### src/rtl/sync_fifo_ctrl_if.sv
// -----------------------------------------------------------------------------
// sync_fifo_ctrl_if
// Purpose : Groups the client request lines, the memory sequencing outputs and
//           the status/error flags of the synchronous FIFO controller.
// Signals :
//   wr_en, rd_en, clr_err      client -> controller requests
//   mem_w_en, mem_w_addr       controller -> memory write port
//   mem_r_addr                 controller -> memory show-head read port
//   full, empty, almost_full,
//   almost_empty, count        occupancy status (registered-state only)
//   overflow, underflow        sticky error flags
// Modports: master = client side, slave = controller side.
// -----------------------------------------------------------------------------
interface sync_fifo_ctrl_if #(
  parameter int DEPTH = 16
) ();
  localparam int AW = $clog2(DEPTH);

  logic          wr_en;
  logic          rd_en;
  logic          clr_err;
  logic          mem_w_en;
  logic [AW-1:0] mem_w_addr;
  logic [AW-1:0] mem_r_addr;
  logic          full;
  logic          empty;
  logic          almost_full;
  logic          almost_empty;
  logic [AW:0]   count;
  logic          overflow;
  logic          underflow;

  modport master (
    output wr_en, rd_en, clr_err,
    input  mem_w_en, mem_w_addr, mem_r_addr,
    input  full, empty, almost_full, almost_empty, count,
    input  overflow, underflow
  );

  modport slave (
    input  wr_en, rd_en, clr_err,
    output mem_w_en, mem_w_addr, mem_r_addr,
    output full, empty, almost_full, almost_empty, count,
    output overflow, underflow
  );
endinterface

### src/rtl/sync_fifo_ctrl.sv
// -----------------------------------------------------------------------------
// sync_fifo_ctrl
// Purpose : Sequences a dual-port memory (synchronous write port, combinational
//           show-head read port) as a single-clock FIFO. Owns the write/read
//           pointers, derives occupancy and status flags, and keeps sticky
//           overflow/underflow flags. Data never passes through this block.
// Ports   :
//   clk        rising-edge clock
//   rst        asynchronous, active-high reset
//   bus        sync_fifo_ctrl_if.slave: requests in, memory control and
//              status/error flags out
// Parameters:
//   DEPTH            entries, power of 2, >= 4
//   ALMOST_FULL_TH   almost_full  when count >= this (1..DEPTH)
//   ALMOST_EMPTY_TH  almost_empty when count <= this (0..DEPTH-1)
// -----------------------------------------------------------------------------
module sync_fifo_ctrl #(
  parameter int DEPTH           = 16,
  parameter int ALMOST_FULL_TH  = 14,
  parameter int ALMOST_EMPTY_TH = 2
) (
  input logic             clk,
  input logic             rst,
  sync_fifo_ctrl_if.slave bus
);
  localparam int AW = $clog2(DEPTH);

  localparam logic [AW:0] PTR_ONE = (AW+1)'(1);
  localparam logic [AW:0] AF_TH   = (AW+1)'(ALMOST_FULL_TH);
  localparam logic [AW:0] AE_TH   = (AW+1)'(ALMOST_EMPTY_TH);

  // Pointers carry one extra wrap bit so full and empty are distinguishable
  // when the addresses coincide.
  logic [AW:0] wr_ptr_q, wr_ptr_d;
  logic [AW:0] rd_ptr_q, rd_ptr_d;
  logic        overflow_q, overflow_d;
  logic        underflow_q, underflow_d;

  logic        full, empty;
  logic        wr_acc, rd_acc;
  logic        ovf_set, unf_set;
  logic [AW:0] count;

  // Status is derived from registered pointers only, so no request input
  // reaches a flag combinationally.
  assign count = wr_ptr_q - rd_ptr_q;
  assign empty = (wr_ptr_q == rd_ptr_q);
  assign full  = (wr_ptr_q[AW-1:0] == rd_ptr_q[AW-1:0]) &&
                 (wr_ptr_q[AW] != rd_ptr_q[AW]);

  // Reset also masks the write strobe so the memory is never written while
  // the controller is being cleared.
  assign wr_acc = bus.wr_en & ~full & ~rst;
  assign rd_acc = bus.rd_en & ~empty;

  // A paired write+read at a boundary is a normal flow-through: the opposite
  // request proceeds, so only an unpaired request against a boundary is an
  // error.
  assign ovf_set = bus.wr_en & full  & ~bus.rd_en;
  assign unf_set = bus.rd_en & empty & ~bus.wr_en;

  // NOTE: every signal assigned here gets a default first so no path leaves
  // it unassigned, which would infer a latch.
  always_comb begin
    wr_ptr_d    = wr_ptr_q;
    rd_ptr_d    = rd_ptr_q;
    overflow_d  = overflow_q;
    underflow_d = underflow_q;

    if (wr_acc) wr_ptr_d = wr_ptr_q + PTR_ONE;
    if (rd_acc) rd_ptr_d = rd_ptr_q + PTR_ONE;

    // Set takes priority over clear when both occur in one cycle.
    if (bus.clr_err) begin
      overflow_d  = 1'b0;
      underflow_d = 1'b0;
    end
    if (ovf_set) overflow_d  = 1'b1;
    if (unf_set) underflow_d = 1'b1;
  end

  // NOTE: state registers use non-blocking assignments so every flop samples
  // the pre-edge value of the others, independent of process ordering.
  always_ff @(posedge clk or posedge rst) begin
    if (rst) begin
      wr_ptr_q    <= '0;
      rd_ptr_q    <= '0;
      overflow_q  <= 1'b0;
      underflow_q <= 1'b0;
    end else begin
      wr_ptr_q    <= wr_ptr_d;
      rd_ptr_q    <= rd_ptr_d;
      overflow_q  <= overflow_d;
      underflow_q <= underflow_d;
    end
  end

  assign bus.mem_w_en     = wr_acc;
  assign bus.mem_w_addr   = wr_ptr_q[AW-1:0];
  assign bus.mem_r_addr   = rd_ptr_q[AW-1:0];
  assign bus.full         = full;
  assign bus.empty        = empty;
  assign bus.count        = count;
  assign bus.almost_full  = (count >= AF_TH);
  assign bus.almost_empty = (count <= AE_TH);
  assign bus.overflow     = overflow_q;
  assign bus.underflow    = underflow_q;
endmodule

### src/flat_wrapper.sv
// flat-port wrapper written by rule: the top's interface ports become plain ports
module sync_fifo_ctrl_flat 
#(
  parameter int DEPTH           = 16,
  parameter int ALMOST_FULL_TH  = 14,
  parameter int ALMOST_EMPTY_TH = 2
)
  (clk, rst, bus_wr_en, bus_rd_en, bus_clr_err, bus_mem_w_en, bus_mem_w_addr, bus_mem_r_addr, bus_full, bus_empty, bus_almost_full, bus_almost_empty, bus_count, bus_overflow, bus_underflow);
  sync_fifo_ctrl_if #(.DEPTH(DEPTH)) bus_i ();
  input logic clk;
  input logic rst;
  input wire logic [$bits(bus_i.wr_en)-1:0] bus_wr_en;
  input wire logic [$bits(bus_i.rd_en)-1:0] bus_rd_en;
  input wire logic [$bits(bus_i.clr_err)-1:0] bus_clr_err;
  output wire logic [$bits(bus_i.mem_w_en)-1:0] bus_mem_w_en;
  output wire logic [$bits(bus_i.mem_w_addr)-1:0] bus_mem_w_addr;
  output wire logic [$bits(bus_i.mem_r_addr)-1:0] bus_mem_r_addr;
  output wire logic [$bits(bus_i.full)-1:0] bus_full;
  output wire logic [$bits(bus_i.empty)-1:0] bus_empty;
  output wire logic [$bits(bus_i.almost_full)-1:0] bus_almost_full;
  output wire logic [$bits(bus_i.almost_empty)-1:0] bus_almost_empty;
  output wire logic [$bits(bus_i.count)-1:0] bus_count;
  output wire logic [$bits(bus_i.overflow)-1:0] bus_overflow;
  output wire logic [$bits(bus_i.underflow)-1:0] bus_underflow;
  assign bus_i.wr_en = bus_wr_en;
  assign bus_i.rd_en = bus_rd_en;
  assign bus_i.clr_err = bus_clr_err;
  assign bus_mem_w_en = bus_i.mem_w_en;
  assign bus_mem_w_addr = bus_i.mem_w_addr;
  assign bus_mem_r_addr = bus_i.mem_r_addr;
  assign bus_full = bus_i.full;
  assign bus_empty = bus_i.empty;
  assign bus_almost_full = bus_i.almost_full;
  assign bus_almost_empty = bus_i.almost_empty;
  assign bus_count = bus_i.count;
  assign bus_overflow = bus_i.overflow;
  assign bus_underflow = bus_i.underflow;
  sync_fifo_ctrl #(.DEPTH(DEPTH), .ALMOST_FULL_TH(ALMOST_FULL_TH), .ALMOST_EMPTY_TH(ALMOST_EMPTY_TH)) u_core (.clk(clk), .rst(rst), .bus(bus_i));
endmodule
### config.mk
export PLATFORM = sky130hd
export DESIGN_NAME = sync_fifo_ctrl_flat
export DESIGN_NICKNAME = d
export VERILOG_FILES = /design/src/rtl/sync_fifo_ctrl_if.sv /design/src/rtl/sync_fifo_ctrl.sv /design/src/flat_wrapper.sv
export SDC_FILE = /design/constraint.sdc
export NUM_CORES = 1
export LEC_CHECK = 0
export ABC_AREA = 1
export BUFFER_PORTS_ARGS = -buffer_cell sky130_fd_sc_hd__buf_2
export CAP_MARGIN = 0
export CORE_ASPECT_RATIO = 1.1
export CORE_MARGIN = 2
export CORE_UTILIZATION = 30
export CTS_CLUSTER_DIAMETER = 100
export DETAILED_ROUTE_END_ITERATION = 12
export PLACE_DENSITY = 0.5
export SYNTH_ARGS = -nofsm -noshare
export SYNTH_HDL_FRONTEND = slang
export SYNTH_SLANG_ARGS = --single-unit
### constraint.sdc
create_clock -name clk -period 1.95 [get_ports clk]
set_input_delay 0.39 -clock clk [delete_from_list [all_inputs] [get_ports clk]]
set_output_delay 0.39 -clock clk [all_outputs]
set_load 0.1 [all_outputs]
After elaboration in Yosys (flattened, before gate mapping):

Cells that the tools add are included.

* output and inout port bits: 20
* bits in writable memories: 0
* bits in registers: 12
* bits of input ports: 5
* memory bits (read-only): 0
* logic and storage cells: 30
* memories kept: 0
* latch bits: 0

* shift operators: 0
* bitwise gates (word level): 12
* mux-type cells: 3
* equal/unequal tests: 3
* divide/modulo/power cells: 0
* magnitude comparators: 2
* reduce and logical (&&, ||, !) cells: 3
* multiply operators: 0
* $add $sub $neg: 3

Operators with widths (count)
* adder 5 x 1 -> 5 bit, second input constant: 2
* AND 1 bit: 7
* equality test 5 bit: 1
* greater-or-equal comparator 5 x 4 -> 1 bit, second input constant: 1
* <= comparator 5 x 2 -> 1 bit, second input constant: 1
* inverter 1 bit: 5
* subtractor 5 bit: 1
* equality test 4 bit: 1
* nonzero test 2 bit: 2
* 2-to-1 mux 1 bit: 3
* logical AND 1 bit: 1
* != test 1 bit: 1

Depth between registers and ports, before layout:

* word-level depth: 5
* mapped depth: 10
* mapped depth without buffers: 10

Least setup slack after synthesis:

OpenSTA, ideal clock, no wires.

* kind: reg-to-output
* start: register u_core.wr_ptr_q[0]
* end: output bus_almost_empty
* slack: -1.800 ns
* buffers on the path: 0
* required time: 1.560 ns
* arrival: 3.360 ns
* stages on the path, launching flop included: 10
* cell sequence: dfrtp_1 inv_1 ha_1 inv_1 fa_1 nand3_1 nand2_1 nand2_1 nand2_1 nor2_1

* cells in the longest elaborated chain, start to end: 2

Ends and longest elaborated chain
* from (decl): RTL line sync_fifo_ctrl.sv:34 `logic [AW:0] wr_ptr_q, wr_ptr_d;`
* from (signal assigned): RTL line sync_fifo_ctrl.sv:91 `wr_ptr_q <= wr_ptr_d;`
* subtractor 5 bit: RTL line sync_fifo_ctrl.sv:46 `assign count = wr_ptr_q - rd_ptr_q;`
* via bus_count[4]: RTL line flat_wrapper.sv:22 `output wire logic [$bits(bus_i.count)-1:0] bus_count;`
* <= comparator 5 x 2 -> 1 bit: RTL line sync_fifo_ctrl.sv:105 `assign bus.almost_empty = (count <= AE_TH);`
* to (decl): RTL line flat_wrapper.sv:21 `output wire logic [$bits(bus_i.almost_empty)-1:0] bus_almost_empty;`

The timed path passes the listed nets, and every way through them passes these cells.

Worst setup path in the final report:

* start: register u_core.wr_ptr_q[0]
* end: output bus_almost_full

* cells in the longest elaborated chain, start to end: 2

Ends and longest elaborated chain
* subtractor 5 bit: RTL line sync_fifo_ctrl.sv:46
* greater-or-equal comparator 5 x 4 -> 1 bit: RTL line sync_fifo_ctrl.sv:104 `assign bus.almost_full = (count >= AF_TH);`
* to (decl): RTL line flat_wrapper.sv:20 `output wire logic [$bits(bus_i.almost_full)-1:0] bus_almost_full;`

Every way passes these cells.

==> results.ini <==
[floorplan]
initial_core_util_pct = 31.5
fp.coreArea_sq_mm = 0.00307
row_count = 21
dieWidth_um = 58.1
die_area_sq_mm = 0.00369
chipHeight_um = 63.6
ioPinCount = 25

[sta]
rsz0062_at_grt = yes
relSlewSlack_pct = 67.3
hold_viol_final = 0
max_freq_mhz = 399
slew_viol_final = 0
finalWorstSetupSlack_ns = -0.554
min_period_over_period_pct = 128
fin_skew_ns = 0.00594
tightest_slew_ns = 0.490
setup_violations = 9
whs_ns = 0.136
min_period_ns = 2.50

[clocking]
clock_path_buffers = 2
cts_tree = done
clock_latency_ns = 0.29
clock-root-buffer = clkbuf_4
cts.clk_slew.worst_paths_ns = 0.09
cts_inserted_buffers = 3
cts_max_level = 1
clkSinkCount = 12

[logic_synthesis]
ys_top_cells_by_area = dfrtp_1 (31%), nand2_1 (16%), nand3_1 (11%)
yosys_warnings = 0
syn_area_sq_um = 967
synthTopCellsByCount = nand2_1 (40), nand3_1 (21), inv_1 (17), dfrtp_1 (12), buf_4 (8)
synthDistinctLibCells = 20
netlist_instances = 132
async_flop_share_pct = 100
synth-edff-count = 0
yosysTopAreaCell = dfrtp_1
synth_top_area_share_pct = 31.0
ys_ff_latch = 12
yosysMostFrequentCell = nand2_1
syn_area_per_cell_sq_um = 7.33
ys_seq_area_share_pct = 31.0
synth_nets = 144
synthFlopType = dfrtp_1

[min_path]
hp-class = in -> async

[grt]
overflow = 0
antenna_found_initial = 0
grt_max_degree = 13
grt_usage_pct = 15.3
grt_pass1_wl_mm = 4.26
grt_pass1_vias = 971

[finish]
diodes = 0
final_nets = 197
post-route-util_pct = 56.5
syn2layout_area_growth_pct = 79.6
layout-drive-gt1-share_pct = 58.7
stdcell_count = 218

[worst_setup_path]
r2r-start = u_core.wr_ptr_q[0]$_DFFE_PP0P_
path_cells = inv_2 > ha_4 > inv_4 > fa_2 > inv_2 > buf_6 > nor2_4 > nand3_2 > nand2_4 > buf_12
cp_slowest_cell = fa_2
r2r_slack_ns = 0.10
end_kind = primary output
cp_max_fo = 2
cp.required_ns = 1.56
cp_common_cell = inv_2
r2r_end = u_core.wr_ptr_q[0]$_DFFE_PP0P_
cpPeakStageDelay_ns = 0.55
crit_arrival_ns = 2.11
worstSetupPathType = reg -> out
start_kind = flop
reg2reg_depth = 13

[place]
place_inst = 197
hpwl_mm = 1.74
gp_congestion = 0.804
place_ws_ns = -0.194
portBuffers = 24

[drt]
drt_iter0_drc = 35
viasPerCell = 4.62
ant_nets = 0
drcViolationCount = 0
routedWlPerCell_um = 12.2
drt-total-wl_mm = 2.65
vias = 1008
first_pass_iters = 4

[outcome]
status = complete, but fails checks
violations = negative setup slack

[flow_run]
max_cap_viol_count = 0

==> cell type report <==
class,count,area (sq um)
multi-input combinational,91,727
sequential,12,300
inverter,20,86.3
fill,282,1340
tap,34,42.5
clock buffer,4,36.3
timing repair buffer,57,544
==> critical path, delay by kind of cell, from the launching register on <==
kind | cells | cell delay (ns)
fa+ha+maj | 2 | 0.70
buf+inv | 5 | 0.45
flops | 1 | 0.41
simple gates | 3 | 0.26
==> timing repair <==
action	in CTS	in global routing
hold buffers	0	0
gates resized for setup	25	25
setup endpoints to repair	9	10
endpoints found under the hold margin	0	0
setup buffers	17	6
pin swaps	9	12
==> placed cells by master, fill, tap and decap left out, drive strengths merged <==
cell / synthesis / layout
a21oi: 3 / 3
buf: 9 / 57
clkbuf: 0 / 4
clkinvlp: 0 / 1
dfrtp: 12 / 12
fa: 1 / 1
ha: 6 / 6
inv: 20 / 19
nand2: 44 / 44
nand3: 21 / 21
nand3b: 1 / 1
nor2: 6 / 6
o21ai: 1 / 1
xnor2: 1 / 1
xor2: 7 / 7
==> routing by layer <==
metal / vias to the layer above / track usage, % / routed length, um
met2: 30 / 28.0 / 1400
met3: 11 / 1.64 / 77
li1: 509 / - / -
met1: 458 / 16.7 / 1060
met4: 0 / 8.14 / 116
met5: - / 0 / 0
==> worst max-delay path by stage <==
stage	start	end	slack (ns)	cells past startpoint
floorplan	u_core.wr_ptr_q[0]$_DFFE_PP0P_	bus_almost_empty	-0.68	9
global placement	u_core.rd_ptr_q[0]$_DFFE_PP0P_	bus_almost_empty	-0.17	9
detailed placement	u_core.rd_ptr_q[0]$_DFFE_PP0P_	bus_almost_empty	-0.19	9
CTS	u_core.rd_ptr_q[0]$_DFFE_PP0P_	bus_almost_empty	-0.46	9
global route	u_core.wr_ptr_q[0]$_DFFE_PP0P_	bus_almost_full	-0.59	10
finish	u_core.wr_ptr_q[0]$_DFFE_PP0P_	bus_almost_full	-0.55	10
==> logic make-up (layout without fill, tap and decap cells) <==
logic type / count (synthesis) / after routing / synth area share, %
buf+inv: 29 / 81 / 14.4
xor+xnor: 8 / 8 / 8.02
simple gates: 72 / 72 / 34.7
flops: 12 / 12 / 31.0
compound gates: 4 / 4 / 2.07
fa+ha+maj: 7 / 7 / 9.83
==> sequential cells by signal (all words and copies together) (netlist names) <==
register              count
u_core.wr_ptr_q           5
u_core.bus.underflow      1
u_core.rd_ptr_q           5
u_core.bus.overflow       1
==> stage by stage <==
stage	area (sq um)	setup TNS, ns
final	1740	-2.50
after global routing	1740	-2.94
after CTS	1640	-2.46
after detailed placement	1370	-0.341
after global placement	1370	-0.274
after floorplan	998	-1.48
Power is left out: the tool's default activity adds up to more than one toggle a clock period on the data nets, which glitch-free logic cannot reach.
